## src/rtl/heartbeat_monitor_pkg.sv

```systemverilog
// Shared helpers for the heartbeat receive checker.
package heartbeat_monitor_pkg;

    // Widened to 33 bits so a tolerance larger than the half period cannot wrap.
    function automatic logic in_window(
        input logic [31:0] n,
        input logic [31:0] half,
        input logic [31:0] tol
    );
        logic [32:0] n33;
        logic [32:0] h33;
        logic [32:0] t33;
        n33 = {1'b0, n};
        h33 = {1'b0, half};
        t33 = {1'b0, tol};
        return ((n33 + t33) >= h33) && (n33 <= (h33 + t33));
    endfunction

endpackage

```

## src/rtl/sync2.sv

```systemverilog
// Two-flop synchronizer, asynchronous active-high reset to 0.
module sync2 (
    input  logic CLK,
    input  logic RESET,
    input  logic D,
    output logic Q
);

    logic meta;

    always_ff @(posedge CLK or posedge RESET) begin
        if (RESET) begin
            meta <= 1'b0;
            Q    <= 1'b0;
        end else begin
            meta <= D;
            Q    <= meta;
        end
    end

endmodule

```

## src/rtl/heartbeat_monitor.sv

```systemverilog
// Far-end heartbeat checker: measures toggle intervals, locks after a run
// of good intervals and flags loss when the toggles stop.
module heartbeat_monitor
    import heartbeat_monitor_pkg::*;
#(
    parameter int unsigned HALF_PERIOD = 10000000,
    parameter int unsigned TOLERANCE   = 1000000,
    parameter int unsigned TIMEOUT     = 30000000,
    parameter int unsigned GOOD_NEEDED = 3
) (
    input  logic        CLK,
    input  logic        RESET,
    input  logic        HB_IN,
    output logic        ALIVE,
    output logic        LOST,
    output logic [31:0] INTERVAL,
    output logic        INTERVAL_VALID,
    output logic        BAD_INTERVAL,
    output logic [31:0] EDGE_COUNT
);

    localparam logic [1:0] S_IDLE    = 2'd0;
    localparam logic [1:0] S_ACQUIRE = 2'd1;
    localparam logic [1:0] S_LOCKED  = 2'd2;
    localparam logic [1:0] S_LOST    = 2'd3;

    localparam logic [31:0] HALF = 32'(HALF_PERIOD);
    localparam logic [31:0] TOL  = 32'(TOLERANCE);
    localparam logic [31:0] TMO  = 32'(TIMEOUT);
    localparam logic [3:0]  GN   = 4'(GOOD_NEEDED);

    logic        hb_sync;
    logic        hb_hist;
    logic        strobe;
    logic [31:0] cnt;
    logic [1:0]  state;
    logic [3:0]  good_cnt;
    logic        good;
    logic        timeout;

    sync2 u_sync (
        .CLK   (CLK),
        .RESET (RESET),
        .D     (HB_IN),
        .Q     (hb_sync)
    );

    assign strobe  = hb_sync != hb_hist;
    assign good    = in_window(cnt, HALF, TOL);
    assign timeout = cnt == TMO;

    always_ff @(posedge CLK or posedge RESET) begin
        if (RESET) begin
            hb_hist <= 1'b0;
            cnt     <= '0;
        end else begin
            hb_hist <= hb_sync;
            if (strobe)
                cnt <= 32'd1;
            else if (!timeout)
                cnt <= cnt + 32'd1;
        end
    end

    always_ff @(posedge CLK or posedge RESET) begin
        if (RESET) begin
            state          <= S_IDLE;
            good_cnt       <= '0;
            ALIVE          <= 1'b0;
            LOST           <= 1'b0;
            INTERVAL       <= '0;
            INTERVAL_VALID <= 1'b0;
            BAD_INTERVAL   <= 1'b0;
            EDGE_COUNT     <= '0;
        end else begin
            INTERVAL_VALID <= 1'b0;
            BAD_INTERVAL   <= 1'b0;
            // A strobe always takes priority over a coincident timeout.
            if (strobe) begin
                EDGE_COUNT <= EDGE_COUNT + 32'd1;
                case (state)
                    S_ACQUIRE: begin
                        INTERVAL       <= cnt;
                        INTERVAL_VALID <= 1'b1;
                        if (good) begin
                            if (good_cnt + 4'd1 == GN) begin
                                state    <= S_LOCKED;
                                ALIVE    <= 1'b1;
                                good_cnt <= '0;
                            end else begin
                                good_cnt <= good_cnt + 4'd1;
                            end
                        end else begin
                            BAD_INTERVAL <= 1'b1;
                            good_cnt     <= '0;
                        end
                    end
                    S_LOCKED: begin
                        INTERVAL       <= cnt;
                        INTERVAL_VALID <= 1'b1;
                        if (!good) begin
                            BAD_INTERVAL <= 1'b1;
                            state        <= S_ACQUIRE;
                            good_cnt     <= '0;
                            ALIVE        <= 1'b0;
                        end
                    end
                    default: begin
                        state    <= S_ACQUIRE;
                        good_cnt <= '0;
                        LOST     <= 1'b0;
                    end
                endcase
            end else if (timeout && state != S_LOST) begin
                state    <= S_LOST;
                good_cnt <= '0;
                LOST     <= 1'b1;
                ALIVE    <= 1'b0;
            end
        end
    end

endmodule

```

## config.mk

```make
export PLATFORM = sky130hd
export DESIGN_NAME = heartbeat_monitor
export DESIGN_NICKNAME = d
export VERILOG_FILES = /design/src/rtl/heartbeat_monitor_pkg.sv /design/src/rtl/sync2.sv /design/src/rtl/heartbeat_monitor.sv
export SDC_FILE = /design/constraint.sdc
export NUM_CORES = 1
export LEC_CHECK = 0
export ABC_AREA = 1
export CORE_MARGIN = 1.5
export CORE_UTILIZATION = 40
export CTS_BUF_LIST = sky130_fd_sc_hd__clkbuf_4 sky130_fd_sc_hd__clkbuf_8 sky130_fd_sc_hd__clkbuf_16
export DETAILED_ROUTE_END_ITERATION = 12
export SLEW_MARGIN = 15
export SYNTH_ARGS = -nofsm -noshare
export SYNTH_HDL_FRONTEND = slang
export SYNTH_HIERARCHICAL = 1
export SYNTH_SLANG_ARGS = --single-unit
```

## constraint.sdc

```tcl
create_clock -name CLK -period 4.3 [get_ports CLK]
set_input_delay 1.29 -clock CLK [delete_from_list [all_inputs] [get_ports CLK]]
set_output_delay 1.29 -clock CLK [all_outputs]
set_load 0.1 [all_outputs]
```

==> out/qor.csv, run 1 <==
stage,metric,value,unit
floorplan,Die X,126.5,um
synth,post-synthesis cell count,809,
finish,Final #Nets,889,
worst_setup_path,kind of critical path,flip-flop to output pin,
worst_setup_path,CP bufs+invs,1,
finish,ratio of cells with drive above 1 in the final layout,6.591,%
sta,RSZ-0062 raised after global routing,no,
clock_network,CTS tree,built,
worst_setup_path,CP Launch Point,EDGE_COUNT[19]$_DFFE_PP0N_,
sta,aggregate negative setup slack,0,ns
global_route,number of global-route vias before repair,5000,
finish,diodes inserted,0,
worst_setup_path,Critical R2R Launch,u_sync/Q$_DFF_PP0_,
detailed_routing,DR pass1 iterations,5,
sta,Fin. Hold Viols,0,
detailed_routing,Avg Vias per Cell,5.091,
clock_network,clk sinks,109,
worst_setup_path,slowest CP cell,clkdlybuf4s50_1,
power,leakage,3.385,nW
placement,RD Place Congestion,0.8906,
detailed_routing,via count,5417,
finish,most frequent cells in the layout,"215 x nand2_1, 109 x dfrtp_1, 86 x inv_1",
global_route,overall routing resource usage,19.84,%
floorplan,# IOs,71,
min_path,hold path startpoint,u_sync/meta$_DFF_PP0_,
sta,max_slew headroom,33.85,%
sta,worst slew pin tran,0.9892,ns
global_route,first-pass GRT wire length,25450,um
synth,leading area contributor after synthesis,dfrtp_1,
finish,"most common cell after layout, fill and taps aside",nand2_1,
worst_setup_path,Worst Path Arrival,1.98,ns
placement,IO buf count,70,
synth,share of the synthesized area in the top cell type,44.74,%
finish,"Cell Count, Final, Fillers Out",1064,
power,total power,0.002782,W
detailed_routing,post-route ant nets,0,
floorplan,Chip Height,126.5,um
global_route,largest net degree at the start of global routing,62,
job,max_cap viols,0,
floorplan,area of the core,14700,um2
clock_network,CTS Buffer Depth,2,
power,peak supply drop,0.4105,mV
detailed_routing,DRC viols,0,
synth,Synth Flop Type,dfrtp_1,
worst_setup_path,crit-path cells,clkdlybuf4s50_1,
worst_setup_path,Crit. path cell count,1,
synth,syn_nets,823,
status,status,"finished, final reports clean",
sta,minimum clock period,3.270,ns
synth,synth unique cells,39,
clock_network,"CTS clk-pin slew, worst paths",0.07,ns
global_route,initial antenna violation count,0,
synth,post-synthesis sequential area ratio,44.74,%
synth,Synth warnings,6,
placement,"Cell Area, Placed",6984,um2
worst_setup_path,worst r2r path cells,10,
sta,worst setup margin,1.030,ns
worst_setup_path,"Largest delay share family, worst path",buffers and inverters,
sta,clock skew,0.005893,ns
clock_network,worst skew pair latency,0.35,ns
clock_network,H-tree depth,3,
worst_setup_path,WP data required,3.01,ns
clock_network,Resized cells post-CTS,0,
clock_network,CTS Root Cell,clkbuf_16,
min_path,Hold Crit Class,flip-flop to flip-flop,
placement,post-detail-place hpwl,11170,um
detailed_routing,drt total wl,14790,um
clock_network,cts hold-fix bufs,0,
finish,Fillers,1468,
synth,Post-Syn Area,6097,um2
placement,pre-CTS WS,1.399,ns
sta,Max Fclk,305.8,MHz
sta,fin. max-slew vios,0,
worst_setup_path,crit path launch type,flip-flop,
floorplan,Initial Util,41.48,%
synth,Post-synth EDFFs,0,
floorplan,die area,15990,um2
finish,design area,7281,um2
power,pwr/cell area,382.1,nW/um2
worst_setup_path,crit path max fanout,6,
floorplan,site row count,44,
synth,asr flop ratio synth,100.0,%
synth,post-synthesis register bit count,109,
finish,area grow syn2layout,19.41,%
global_route,gr ovfl total,0,
placement,cell count after placement,1048,
worst_setup_path,delay of the slowest critical-path stage,1.17,ns
detailed_routing,drt wl/cell,13.90,um
min_path,hold path depth,0,
clock_network,Setup Buffers After CTS,0,
synth,top post-synthesis cells by area,"dfrtp_1 45%, nand2_1 13%, nand3_1 5.6%",
sta,final period utilization,76.04,%
clock_network,CTS buffer count,9,
worst_setup_path,nature of the critical path endpoint,output pin,
detailed_routing,DRT iter0 DRCs,327,
synth,"Avg Cell Area, Syn",7.537,um2
sta,final-report setup violation count,0,
-- sequential cells by signal, summed over array words and instances, names as in the netlist, 2 cells and up --
name / count
cnt: 32
EDGE_COUNT: 32
good_cnt: 4
INTERVAL: 32
state: 2
-- synth_stat cells (4+ instances only) --
master and count:
clkinv_1 4, nand4_1 19, xnor2_1 12, nand2_1 215, nor2_1 80, xor2_1 22
nor3_1 25, buf_2 7, nand2_2 11, nand3_1 68, nor4_1 4, dfrtp_1 109
ha_1 11, o21ai_0 47, inv_1 87, inv_2 8, nor2_2 5, clkbuf_1 9
o21a_1 6, a21oi_1 28, a31oi_1 4, o21ai_1 4
-- metal layers --
metal | vias to the layer above | part of all wire [%] | GRT usage [%] | routed length, um
met2 | 153 | 42 | 28.64 | 6167
li1 | 2746 | - | - | -
met4 | 0 | 2.2 | 7.370 | 329
met1 | 2495 | 50 | 29.64 | 7465
met5 | - | 0 | 0 | 0
met3 | 23 | 5.6 | 3.458 | 828
-- layout make-up --
type | count | area (um2) | share of cell area (%)
multi-input cells | 582 | 2912 | 39.99
flip-flops and latches | 109 | 2728 | 37.46
repair buffers | 73 | 735.7 | 10.10
inverters | 100 | 379.1 | 5.207
clock buffers | 12 | 247.7 | 3.403
well taps | 184 | 230.2 | 3.162
clock inverters | 4 | 48.80 | 0.6702
-- worst paths after layout --
kind | end | slack [ns]
setup / recovery | EDGE_COUNT[19] | 1.03
hold / removal | u_sync/Q$_DFF_PP0_ | 0.35
setup reg to reg | EDGE_COUNT[30]$_DFFE_PP0N_ | 1.49
hold reg to reg | u_sync/Q$_DFF_PP0_ | 0.35
max in group asynchronous | EDGE_COUNT[28]$_DFFE_PP0N_ | 2.21
min in group asynchronous | u_sync/meta$_DFF_PP0_ | 1.17
-- cells by family after synthesis --
| logic type | share of synthesized area (%) |
|---|---|
| flops | 44.74 |
| compound gates | 8.557 |
| simple gates | 32.05 |
| buf+inv | 7.510 |
| xor+xnor | 4.884 |
| fa+ha+maj | 2.257 |
-- where the power goes --
group / total [W] / switching, W / leakage, nW / internal (W)
Sequential: 0.00116 / 0.0000619 / 1.49 / 0.00109
Combinational: 0.000795 / 0.000627 / 1.75 / 0.000169
Clock: 0.000831 / 0.000360 / 0.151 / 0.000470
-- per-stage QoR --
| stage | hold WS (ns) | utilization (%) |
|---|---|---|
| global placement | 0.3338 | 47.51 |
| CTS | 0.3537 | 49.53 |
| global route | 0.3552 | 49.53 |
| detailed placement | 0.3381 | 47.51 |
| floorplan | 0.3312 | - |
| finish | 0.3493 | 49.53 |
(Power assumes the default switching activity.)
==> run 2: changes to the inputs <==
==> constraint.sdc (replaced) <==
create_clock -name CLK -period 2.8 [get_ports CLK]
set_input_delay 0.84 -clock CLK [delete_from_list [all_inputs] [get_ports CLK]]
set_output_delay 0.84 -clock CLK [all_outputs]
set_load 0.1 [all_outputs]
==> run 2 against run 1 <==
Die area unchanged. Clock power up 50%. Sequential power up 53%. Critical path type is now flip-flop to flip-flop. Worst setup slack worse by 0.65 ns. Sequential share of layout area up 0.71 points. Combinational power up 51%. Global-route usage up 0.25 points. Clock-buffer cell count down 3. Routed wire length up 3.4%. Hold slack better by 0.0054 ns. First-iteration DRC count up 35%.
==> out/qor.csv, run 2 (synthesis gave the netlist of run 1 again) <==
stage,metric,value,unit
clock_network,clk sinks,109,
detailed_routing,DRT iter0 DRCs,440,
sta,max_slew headroom,60.41,%
worst_setup_path,CP dominant cell by count,nand2_1,
floorplan,# IOs,71,
detailed_routing,drt total wl,15290,um
finish,area grow syn2layout,17.30,%
power,peak supply drop,0.7516,mV
global_route,number of global-route vias before repair,5016,
sta,RSZ-0062 raised after global routing,no,
detailed_routing,DR pass1 iterations,5,
power,pwr/cell area,591.6,nW/um2
worst_setup_path,crit path max fanout,10,
floorplan,Initial Util,41.48,%
detailed_routing,via count,5415,
clock_network,cts hold-fix bufs,0,
finish,"Cell Count, Final, Fillers Out",1069,
status,status,"finished, final reports clean",
clock_network,"CTS clk-pin slew, worst paths",0.07,ns
clock_network,CTS buffer count,9,
floorplan,Die X,126.5,um
worst_setup_path,CP bufs+invs,2,
placement,RD Place Congestion,0.9062,
worst_setup_path,Critical R2R Launch,cnt[15]$_DFFE_PP0P_,
finish,largest registers,"EDGE_COUNT: 32 flops, INTERVAL: 32 flops, cnt: 32 flops",
placement,"Cell Area, Placed",6868,um2
power,total power,0.004231,W
floorplan,area of the core,14700,um2
worst_setup_path,WP data required,3.05,ns
sta,minimum clock period,2.424,ns
detailed_routing,post-route ant nets,0,
global_route,overall routing resource usage,20.09,%
sta,clock skew,0.007479,ns
job,max_cap viols,0,
sta,aggregate negative setup slack,0,ns
min_path,Hold Crit Class,flip-flop to flip-flop,
sta,final period utilization,86.58,%
detailed_routing,DRC viols,0,
floorplan,Chip Height,126.5,um
clock_network,CTS tree,built,
finish,"most common cell after layout, fill and taps aside",nand2_1,
clock_network,Resized cells post-CTS,0,
finish,Final #Nets,894,
sta,Max Fclk,412.5,MHz
worst_setup_path,Crit. path cell count,19,
clock_network,CTS Root Cell,clkbuf_16,
worst_setup_path,crit path launch type,flip-flop,
placement,cell count after placement,1053,
finish,Final Util,48.66,%
sta,Fin. Hold Viols,0,
floorplan,site row count,44,
worst_setup_path,delay of the slowest critical-path stage,0.55,ns
worst_setup_path,Worst Path Arrival,2.68,ns
clock_network,CTS Buffer Depth,2,
global_route,initial antenna violation count,0,
finish,ratio of cells with drive above 1 in the final layout,15.03,%
placement,post-detail-place hpwl,11430,um
worst_setup_path,RR Endpoint,state[0]$_DFFE_PP0P_,
worst_setup_path,kind of critical path,flip-flop to flip-flop,
finish,diodes inserted,0,
worst_setup_path,nature of the critical path endpoint,flip-flop,
power,leakage,3.521,nW
sta,worst slew pin tran,0.5893,ns
worst_setup_path,CP Launch Point,cnt[15]$_DFFE_PP0P_,
worst_setup_path,slowest CP cell,dfrtp_1,
detailed_routing,Avg Vias per Cell,5.065,
clock_network,Setup Buffers After CTS,0,
floorplan,die area,15990,um2
finish,design area,7152,um2
worst_setup_path,"Largest delay share family, worst path",simple AND/OR/NAND/NOR gates,
sta,final-report setup violation count,0,
worst_setup_path,worst r2r path cells,19,
worst_setup_path,worst setup path end,state[0]$_DFFE_PP0P_,
placement,IO buf count,70,
global_route,first-pass GRT wire length,25680,um
sta,fin. max-slew vios,0,
clock_network,H-tree depth,3,
worst_setup_path,flop-to-flop setup slack,0.38,ns
global_route,gr ovfl total,0,
global_route,largest net degree at the start of global routing,67,
worst_setup_path,crit-path cells,inv_2 -> nor2_1 -> nand2_1 -> nor2_1 -> nand2_2 -> nand2_4 -> nand2_1 -> nand2_1 -> nand2_1 -> nor2_1 -> nand3_1 -> nor2_2 -> nand3_2 -> nand3_2 -> nand2_4 -> inv_2 -> nand2_2 -> nand2_1 -> nand2_1,
finish,most frequent cells in the layout,"215 x nand2_1, 107 x dfrtp_1, 86 x inv_1",
detailed_routing,drt wl/cell,14.31,um
clock_network,worst skew pair latency,0.36,ns
## run 2: cell count changes in the layout (fill, tap and decap cells not counted), sizes merged
cell,before,now
buf,3,76
bufinv,1,0
clkbuf,12,9
clkdlybuf4s50,70,2
clkinv,8,7
clkinvlp,0,4
inv,95,96
## run 2: worst register-to-register path: cells and delay by family, from the launching register on
family,cells,cell delay (ns)
DFF,1,0.55
buffers and inverters,2,0.19
and+or+nand+nor,17,1.56
## run 2: routing by layer
layer / track usage, % / part of all wire, % / vias up
met5: 0 / 0 / -
met4: 6.761 / 2.1 / 0
met3: 4.007 / 6.3 / 26
met2: 27.77 / 42 / 166
met1: 31.03 / 50 / 2470
li1: - / - / 2753
## run 2: how the worst min path moves through the flow
stage | start | depth (start not counted) | slack, ns | to
finish | u_sync/meta$_DFF_PP0_ | 0 | 0.35 | u_sync/Q$_DFF_PP0_
global route | u_sync/meta$_DFF_PP0_ | 0 | 0.37 | u_sync/Q$_DFF_PP0_
CTS | u_sync/meta$_DFF_PP0_ | 0 | 0.36 | u_sync/Q$_DFF_PP0_
detailed placement | u_sync/meta$_DFF_PP0_ | 0 | 0.34 | u_sync/Q$_DFF_PP0_
global placement | u_sync/meta$_DFF_PP0_ | 0 | 0.33 | u_sync/Q$_DFF_PP0_
floorplan | u_sync/meta$_DFF_PP0_ | 0 | 0.33 | u_sync/Q$_DFF_PP0_
## run 2: metrics by stage
step	hold slack [ns]	setup WS, ns
2_1_floorplan	0.3312	0.1630
3_3_place_gp	0.3334	0.4055
3_5_place_dp	0.3412	0.4040
4_1_cts	0.3587	0.3835
5_1_grt	0.3676	0.1068
6_report	0.3547	0.3757
## run 2: cell type report
cell class / instances / area (um2)
clock buffers: 9 / 225.2
repair buffers: 78 / 615.6
flip-flops and latches: 109 / 2730
clock inverters: 7 / 58.81
well taps: 184 / 230.2
inverters: 100 / 380.4
multi-input cells: 582 / 2912
fillers: 1465 / 7547
## run 2: power breakdown
part / switching, W / total, W / leakage (nW) / internal, W
Combinational: 0.000967 / 0.00120 / 1.90 / 0.000235
Sequential: 0.000100 / 0.00178 / 1.49 / 0.00168
Clock: 0.000630 / 0.00125 / 0.131 / 0.000617
==> run 3: changes to the inputs <==
--- a/config.mk
+++ b/config.mk
@@ -5,7 +5,6 @@
 export SDC_FILE = /design/constraint.sdc
 export NUM_CORES = 1
 export LEC_CHECK = 0
-export ABC_AREA = 1
 export CORE_MARGIN = 1.5
 export CORE_UTILIZATION = 40
 export CTS_BUF_LIST = sky130_fd_sc_hd__clkbuf_4 sky130_fd_sc_hd__clkbuf_8 sky130_fd_sc_hd__clkbuf_16
==> run 3 against run 2 <==
Largest power group unchanged. Non-clock buffer count up 55. Die area down 5.8%. Critical path type unchanged. Critical endpoint is now good_cnt[1]$_DFFE_PP0P_. Largest cell class unchanged. Clock-buffer cell count unchanged. Sequential power is essentially flat. The flow now finishes with violations (negative setup slack). Synthesized area down 5.9%.
==> out/qor.csv, run 3 <==
stage,metric,value,unit
detailed_routing,drt wl/cell,15.30,um
clock_network,CTS buffer count,9,
power,peak supply drop,0.3175,mV
sta,final period utilization,103.4,%
synth,largest family of logic cells by synthesized area,simple AND/OR/NAND/NOR gates,
finish,FF/Latch Area,2740,um2
detailed_routing,DRT iter0 DRCs,214,
sta,minimum clock period,2.896,ns
sta,max_slew headroom,70.62,%
clock_network,CTS tree,built,
synth,leading area contributor after synthesis,dfrtp_1,
min_path,Hold Crit Class,flip-flop to flip-flop,
sta,Fin. Hold Viols,0,
finish,largest registers,"EDGE_COUNT: 32 flops, INTERVAL: 32 flops, cnt: 32 flops",
power,Internal,0.002509,W
detailed_routing,DRC viols,0,
floorplan,site row count,43,
synth,post-synthesis mux area share,7.176,%
synth,Post-Synth XOR/XNOR Area,10.23,%
floorplan,Initial Util,41.17,%
status,violated checks,negative setup slack,
finish,Fillers,1286,
synth,"Avg Cell Area, Syn",10.24,um2
synth,synth unique cells,68,
synth,post-synthesis cell count,560,
placement,post-detail-place hpwl,9570,um
power,clock group share of total power,32.4,%
sta,worst slew pin tran,0.4408,ns
synth,Post-synth EDFFs,0,
floorplan,Chip Height,122.8,um
synth,post-synthesis simple-gate area fraction,19.08,%
worst_setup_path,kind of critical path,flip-flop to flip-flop,
clock_network,clk sinks,109,
synth,post-synthesis sequential area ratio,47.55,%
power,Logic pwr share,23.2,%
placement,pre-CTS WS,-0.2666,ns
sta,RSZ-0062 raised after global routing,yes,
sta,Max Fclk,345.3,MHz
clock_network,worst skew pair latency,0.36,ns
sta,clock skew,0.009793,ns
worst_setup_path,WP data required,3.08,ns
synth,top post-synthesis cells by area,"dfrtp_1 48%, xnor2_1 6.6%, mux2_2 6.3%",
sta,final-report setup violation count,8,
finish,Final #Nets,686,
finish,design area,7202,um2
synth,Post-Syn Area,5737,um2
global_route,gr ovfl total,0,
detailed_routing,via count,4489,
sta,fin. max-slew vios,0,
clock_network,cts hold-fix bufs,0,
finish,most frequent cells in the layout,"128 x buf_4, 99 x dfrtp_1, 50 x nor2_1",
clock_network,CTS Buffer Depth,2,
synth,syn_nets,574,
power,leakage,3.344,nW
power,total power,0.003937,W
power,pwr/cell area,546.7,nW/um2
floorplan,# IOs,71,
detailed_routing,drt total wl,13110,um
synth,commonest cells in the netlist,"109 x dfrtp_1, 51 x nor2_1, 45 x nand2_1",
global_route,number of global-route vias before repair,4359,
synth,asr flop ratio synth,100.0,%
synth,Post-Synth Adder-Cell Area,2.399,%
global_route,initial antenna violation count,0,
placement,RD Place Congestion,0.9283,
clock_network,CTS Root Cell,clkbuf_16,
global_route,first-pass GRT wire length,21580,um
sta,worst setup margin,-0.09595,ns
worst_setup_path,crit path max fanout,8,
power,Reg power frac,44.3,%
floorplan,Die X,122.8,um
worst_setup_path,crit path launch type,flip-flop,
floorplan,die area,15070,um2
detailed_routing,DR pass1 iterations,5,
synth,post-synthesis register bit count,109,
placement,IO buf count,70,
finish,ratio of cells with drive above 1 in the final layout,31.91,%
synth,top-count cell post-synth,dfrtp_1,
synth,Synth Flop Type,dfrtp_1,
worst_setup_path,Worst Path Arrival,3.18,ns
detailed_routing,post-route ant nets,0,
worst_setup_path,nature of the critical path endpoint,flip-flop,
finish,combined area of the multi-input logic cells,2805,um2
finish,"most common cell after layout, fill and taps aside",buf_4,
floorplan,area of the core,13930,um2
global_route,largest net degree at the start of global routing,52,
clock_network,H-tree depth,3,
placement,cell count after placement,835,
finish,diodes inserted,0,
synth,share of the synthesized area in the top cell type,47.55,%
global_route,overall routing resource usage,18.23,%
synth,Synth warnings,6,
job,max_cap viols,0,
detailed_routing,Avg Vias per Cell,5.238,
placement,"Cell Area, Placed",6782,um2
power,Psw,0.001429,W
power,switching part of the total power,36.28,%
status,status,"finished, violations left",
clock_network,"CTS clk-pin slew, worst paths",0.08,ns
synth,Synth Area in Compound Gates,8.462,%
finish,area grow syn2layout,25.54,%
finish,"Cell Count, Final, Fillers Out",857,
-- run 3: changes by cell type in the layout (fill, tap and decap cells not counted), sizes merged, moves of 31 or more --
cell / previous run / this run
nand2: 229 / 45
nand3: 71 / 28
o21ai: 51 / 15
xnor2: 12 / 43
nor2: 87 / 52
inv: 96 / 27
buf: 76 / 131
mux2: 0 / 33
-- run 3: kinds of logic after synthesis --
| logic type | Yosys count |
|---|---|
| buf+inv | 55 |
| flops | 109 |
| xor+xnor | 67 |
| compound gates | 68 |
| simple gates | 213 |
| fa+ha+maj | 11 |
| mux | 37 |
-- run 3: layout make-up --
cell class | instances | share of cell area, %
Clock buffer | 9 | 3.127
Clock inverter | 7 | 1.042
Inverter | 23 | 1.251
Multi-Input combinational cell | 396 | 38.95
Sequential cell | 109 | 38.05
Tap cell | 180 | 3.127
Timing Repair Buffer | 133 | 14.45
-- run 3: per-stage QoR --
stage | utilization, % | hold slack, ns | setup TNS [ns]
floorplan | - | 0.3312 | -0.3081
global placement | 48.67 | 0.3409 | -0.5745
detailed placement | 48.67 | 0.3418 | -1.432
CTS | 50.96 | 0.3608 | -0.4833
global route | 51.68 | 0.3743 | -0.9874
finish | 51.68 | 0.3578 | -0.3641
-- run 3: layer usage --
metal	track usage, %	part of all wire (%)	vias up
li1	-	-	2181
met1	25.55	48	2216
met2	28.58	47	82
met3	2.974	3.0	10
met4	6.323	1.1	0
met5	0	0	-
-- run 3: timing repair --
action                     in CTS  in global routing
setup endpoints to repair       8                  8
gates resized for setup         4                 12
buffers inserted                0                  6
pin swaps                       6                  8
-- run 3: power groups by stage --
stage / sequential (W) / combinational [W] / clock, W
after global placement: 0.00177 / 0.000909 / 0
after global routing: 0.00176 / 0.000958 / 0.00138
after detailed placement: 0.00178 / 0.000922 / 0
after CTS: 0.00175 / 0.000924 / 0.00132
final: 0.00175 / 0.000915 / 0.00128
after floorplan: 0.00224 / 0.000218 / 0
-- run 3: critical path, stage by stage, from the launching register on --
cell     delay [ns]
dfrtp_1        0.38
or3_4          0.39
or3b_4         0.44
o21ba_1        0.22
o32ai_2        0.20
nand4_1        0.12
or4b_4         0.61
a21oi_4        0.25
mux2i_1        0.21
-- run 3: worst paths after layout --
check,start,slack (ns),depth (start not counted),to
hold reg to reg,u_sync/meta$_DFF_PP0_,0.36,0,u_sync/Q$_DFF_PP0_
setup reg to reg,cnt[17]$_DFFE_PP0P_,-0.1,8,good_cnt[1]$_DFFE_PP0P_
min in group asynchronous,RESET,0.70,2,u_sync/Q$_DFF_PP0_
setup / recovery,cnt[17]$_DFFE_PP0P_,-0.1,8,good_cnt[1]$_DFFE_PP0P_
hold / removal,u_sync/meta$_DFF_PP0_,0.36,0,u_sync/Q$_DFF_PP0_
max in group asynchronous,RESET,1.40,3,cnt[6]$_DFFE_PP0P_
